[src/rtl/inst_fetch_decode.sv]
// Instruction fetch/decode sequencer: fetches one 32-bit word per instruction and issues it to a unit.
// Optional macro IFD_ILLEGAL_TRAP_EN: trap illegal opcodes into HALT instead of skipping them as NOPs.
module inst_fetch_decode #(
  parameter logic [3:0]  IMEM_SEL = 4'h8,
  parameter logic [11:0] PC_MAX   = 12'hFFF
) (
  input  logic         Clk,
  input  logic         Reset,
  input  logic         Start,
  output logic [15:0]  address,
  output logic         nRead,
  input  logic [255:0] InstrData,
  output logic [7:0]   Opcode,
  output logic [7:0]   Dest,
  output logic [7:0]   Src1,
  output logic [7:0]   Src2,
  output logic [3:0]   UnitSel,
  output logic         IssueValid,
  input  logic         IssueReady,
  output logic [11:0]  Pc,
  output logic         Busy,
  output logic         Halted,
  output logic         IllegalOp
);

  typedef enum logic [2:0] {
    S_IDLE,
    S_FETCH,
    S_WAIT,
    S_ISSUE,
    S_HALT
  } state_t;

  state_t      state_reg, state_next;
  logic [11:0] pc_next;
  logic [15:0] address_next;
  logic        nread_next;
  logic [7:0]  opcode_next, dest_next, src1_next, src2_next;
  logic [3:0]  unit_next;
  logic        valid_next, busy_next, halted_next, illegal_next;
  logic        advance;

  // Byte 3 is the opcode, byte 0 is Src2.
  logic [7:0] instr_byte [4];
  genvar gi;
  generate
    for (gi = 0; gi < 4; gi++) begin : g_byte
      assign instr_byte[gi] = InstrData[gi*8 +: 8];
    end
  endgenerate

  // Only the low word carries the instruction.
  logic unused_bits;
  assign unused_bits = ^InstrData[255:32];

  logic is_matrix, is_integer, is_halt;
  assign is_matrix  = (instr_byte[3] <= 8'h05);
  assign is_integer = (instr_byte[3][7:2] == 6'b000100);
  assign is_halt    = (instr_byte[3] == 8'hFF);

  always_comb begin
    state_next   = state_reg;
    pc_next      = Pc;
    opcode_next  = Opcode;
    dest_next    = Dest;
    src1_next    = Src1;
    src2_next    = Src2;
    unit_next    = UnitSel;
    illegal_next = IllegalOp;
    advance      = 1'b0;

    case (state_reg)
      S_IDLE: begin
        if (Start) begin
          state_next = S_FETCH;
          pc_next    = 12'h000;
        end
      end
      S_FETCH: state_next = S_WAIT;
      S_WAIT: begin
        opcode_next = instr_byte[3];
        dest_next   = instr_byte[2];
        src1_next   = instr_byte[1];
        src2_next   = instr_byte[0];
        if (is_matrix) begin
          state_next = S_ISSUE;
          unit_next  = 4'h2;
        end else if (is_integer) begin
          state_next = S_ISSUE;
          unit_next  = 4'h3;
        end else if (is_halt) begin
          state_next = S_HALT;
        end else begin
`ifdef IFD_ILLEGAL_TRAP_EN
          state_next   = S_HALT;
          illegal_next = 1'b1;
`else
          advance = 1'b1;
`endif
        end
      end
      S_ISSUE: begin
        if (IssueReady) advance = 1'b1;
      end
      S_HALT: begin
        if (Start) begin
          state_next   = S_FETCH;
          pc_next      = 12'h000;
          illegal_next = 1'b0;
        end
      end
      default: state_next = S_IDLE;
    endcase

    // The PC never wraps: finishing the word at PC_MAX ends the program.
    if (advance) begin
      if (Pc == PC_MAX) begin
        state_next = S_HALT;
      end else begin
        pc_next    = Pc + 12'd1;
        state_next = S_FETCH;
      end
    end

    // Outputs are registered, so they are derived from the state being entered.
    nread_next   = (state_next != S_FETCH);
    address_next = (state_next == S_FETCH) ? {IMEM_SEL, pc_next} : 16'h0000;
    valid_next   = (state_next == S_ISSUE);
    busy_next    = (state_next == S_FETCH) || (state_next == S_WAIT) || (state_next == S_ISSUE);
    halted_next  = (state_next == S_HALT);
  end

  always_ff @(posedge Clk) begin
    if (Reset) begin
      state_reg  <= S_IDLE;
      Pc         <= 12'h000;
      address    <= 16'h0000;
      nRead      <= 1'b1;
      Opcode     <= 8'h00;
      Dest       <= 8'h00;
      Src1       <= 8'h00;
      Src2       <= 8'h00;
      UnitSel    <= 4'h0;
      IssueValid <= 1'b0;
      Busy       <= 1'b0;
      Halted     <= 1'b0;
      IllegalOp  <= 1'b0;
    end else begin
      state_reg  <= state_next;
      Pc         <= pc_next;
      address    <= address_next;
      nRead      <= nread_next;
      Opcode     <= opcode_next;
      Dest       <= dest_next;
      Src1       <= src1_next;
      Src2       <= src2_next;
      UnitSel    <= unit_next;
      IssueValid <= valid_next;
      Busy       <= busy_next;
      Halted     <= halted_next;
      IllegalOp  <= illegal_next;
    end
  end

endmodule

[config.mk]
export PLATFORM = sky130hd
export DESIGN_NAME = inst_fetch_decode
export DESIGN_NICKNAME = d
export VERILOG_FILES = /design/src/rtl/inst_fetch_decode.sv
export SDC_FILE = /design/constraint.sdc
export NUM_CORES = 1
export LEC_CHECK = 0
export BUFFER_PORTS_ARGS = -buffer_cell sky130_fd_sc_hd__buf_2
export CORE_AREA = 8 8 123 125
export CTS_BUF_LIST = sky130_fd_sc_hd__clkbuf_16
export DETAILED_ROUTE_END_ITERATION = 16
export DIE_AREA = 0 0 131 133
export PLACE_DENSITY = 0.61
export SLEW_MARGIN = 20
export SYNTH_ARGS = -nofsm -noshare
export SYNTH_HDL_FRONTEND = slang
export SYNTH_SLANG_ARGS = --single-unit
[constraint.sdc]
create_clock -name Clk -period 4.65 [get_ports Clk]
set_input_delay 0.2325 -clock Clk [delete_from_list [all_inputs] [get_ports Clk]]
set_output_delay 0.2325 -clock Clk [all_outputs]
set_load 0.05 [all_outputs]
==> results.md <==
* 2450 ps — WP data arrival
* 0.453 GHz — f_max
* 657 — final-stage net count
* 2570 sq um — total standard cell area after synthesis
* 0 — Ys Warns
* flip-flop — launching element type of the critical path
* 9 — CTS Buf Count
* 0 — total setup violations reported at the end of the flow
* 0% — Post-synth ARST share
* 3210 sq um — Cell Area, Placed
* 0 — gr ovfl total
* 1,413 — fill count
* 3520 sq um — Design Area, Final
* 34 — top fanout value on the critical path
* 306 uV — worst supply voltage drop on vdd
* dfxtp_1 — dominant synthesized flop cell
* buf_2 — most common cell after layout, fill and taps aside
* 0 — hold buffer count at CTS
* 3 — H-Tree Depth
* 0 — diode insertion count for antenna repair
* 329 — Ports
* no — RSZ-0062 raised after global routing
* complete, no violations — status
* 0 ps — total negative slack
* 26.9% — fraction of the core area covered by cells at the end of the flow
* 98 — count of port buffers added during placement
* 330 ps — latest clock arrival within the worst-skew pair
* 0 — antenna violations before repair
* 6.26 ps — Setup Skew
* 4.22 — post-DR vias/cell
* 577 — Finished Layout Cells
* address: 13 flops, Pc: 12 flops — biggest registers after layout
* flip-flop to flip-flop — Setup CP Type
* 0 — number of cells upsized or downsized after cts
* 2 — maximum buffer depth of the clock tree
* 9.71% — global-route usage over all layers
* 60 ps — Clock Pin Slew Worst Setup and Hold Paths
* 53 — pin count of the biggest net entering global routing
* 561 — number of placed cells counting well taps
* 131 microns — Horiz. Die Dim
* 4 — drt first pass iters
* 30.4% — proportion of layout cells with a drive suffix above 1
* clkbuf_16 — Clock Tree Root
* primary input to flip-flop — class of the most critical hold timing path
* 42 — FP Rows
* 4900 ps — required arrival time at the worst endpoint
* flip-flop — crit end category
* 34.0% — Max-Slew Margin vs Limit
* 585 nW/um^2 — Power Density
* 36.5% — area growth from synthesis to layout
* 0 — post-CTS setup buffers
* 0 — MaxCap Viol Count
* address — Top reg by flops
* 13,100 sq um — total core area
* 133 microns — die height
* 2.06 mW — Overall Power
* buf_2 (98), nand2_1 (69), dfxtp_1 (66), a21oi_1 (39), nor2_1 (21) — commonest cells after routing, fill and taps aside
* 14.2 microns — detail-routed net length per standard cell
* 2,435 — vias after detailed routing
* 66 — clock sink count
* 17,400 sq um — area of the die
* 19.7% — initial cell density of the core
* 13,200 microns — global-route wire length before repair
* 149 — DRT iter0 DRCs
* 989 ps — pin slew with the least headroom to its limit
* 66 — count of state elements after synthesis
* 0 — residual DRC count
* 0 — EDFF count, synth
* 0.792 — GPL Wtd Cong
* 13 — number of flip-flops under the largest register name
* 8.53 sq um — synthesized area divided by synthesized cell count
* yes — CTS tree
* 2210 ps — post-route minimum period
* 302 — cell count after synthesis
* 8210 microns — Routed WL
* 51.3% — sequential area share after synthesis
* 1.48 nW — static leakage
* 0 — endpoints failing hold
* 2,516 — vias in the first global route
* 0 — max-slew violations
* 0 — antenna violation net count after detailed routing
* 44 — number of library cell types mapped by synthesis
* 6090 microns — HPWL after detailed placement
* 47.5% — crit share post-route
[metal layers]
layer	up-vias	global-route usage [%]	routed length [microns]
met1	1107	12.8	3900
met5	-	0	0
met3	18	3.94	650
li1	1203	-	-
met4	0	5.49	284
met2	107	12.9	3370
[cells by family (layout without fill, tap and decap cells)]
family	count (synthesis)	in the layout	synth area share [%]
XOR/XNOR	7	7	2.38
AND/OR/NAND/NOR	128	128	23.4
AO/OA/AOI/OAI	68	68	16.2
adder cells (fa/ha/maj)	1	1	0.486
multiplexers	2	2	0.777
other	1	6	0.146
buffers and inverters	29	123	5.34
flip-flops	66	66	51.3
[critical path: stages (launching register included)]
cell,delay [ps]
dfxtp_1,450
or3b_1,370
buf_4,250
a21oi_4,190
o211ai_2,280
or3_1,430
a21oi_1,160
[layout make-up]
cell class | count | area, sq um | area share (%)
clock buffers | 9 | 225 | 6.41
inverters | 7 | 26.3 | 0.747
clock inverters | 7 | 77.6 | 2.21
multi-input cells | 212 | 1140 | 32.4
flip-flops and latches | 66 | 1320 | 37.6
well taps | 176 | 220 | 6.26
repair buffers | 100 | 505 | 14.4
[Yosys cell counts (all sizes together) (3+ instances only)]
library cell	count	area, sq um
nand2	69	259
dfxtp	66	1320
a21oi	40	211
nor2	21	78.8
buf	11	70.1
clkbuf	11	41.3
o21ai	8	40.0
inv	7	26.3
nand3	7	35.0
and4	6	52.6
xnor2	6	52.6
nand4	4	25.0
o211ai	4	35.0
a21o	3	22.5
and2	3	18.8
nor3	3	15.0
nor3b	3	22.5
o32ai	3	26.3
or3	3	18.8
[through the flow]
step	hold WS, ps	setup WS (ps)
floorplan	322	2650
global placement	440	2490
detailed placement	444	2480
CTS	123	2450
global route	136	2210
finish	138	2440
[worst paths after layout]
kind	start	end	slack, ps	cells after the start
hold reg to reg	Src1[2]$_SDFFE_PP0P_	Src1[2]$_SDFFE_PP0P_	450	2
setup reg to reg	state_reg[1]$_SDFF_PP0_	Pc[5]$_SDFF_PP0_	2440	6
hold / removal	InstrData[14]	Src1[6]$_SDFFE_PP0P_	140	3
setup / recovery	state_reg[1]$_SDFF_PP0_	Pc[5]$_SDFF_PP0_	2440	6
[power breakdown]
group          internal [mW]  switching, mW  total, mW
combinational          0.154          0.511      0.665
sequential             0.650         0.0539      0.704
clock                  0.419          0.268      0.687
total                   1.22          0.832       2.06
No activity file was read; power rests on OpenSTA's default activity.
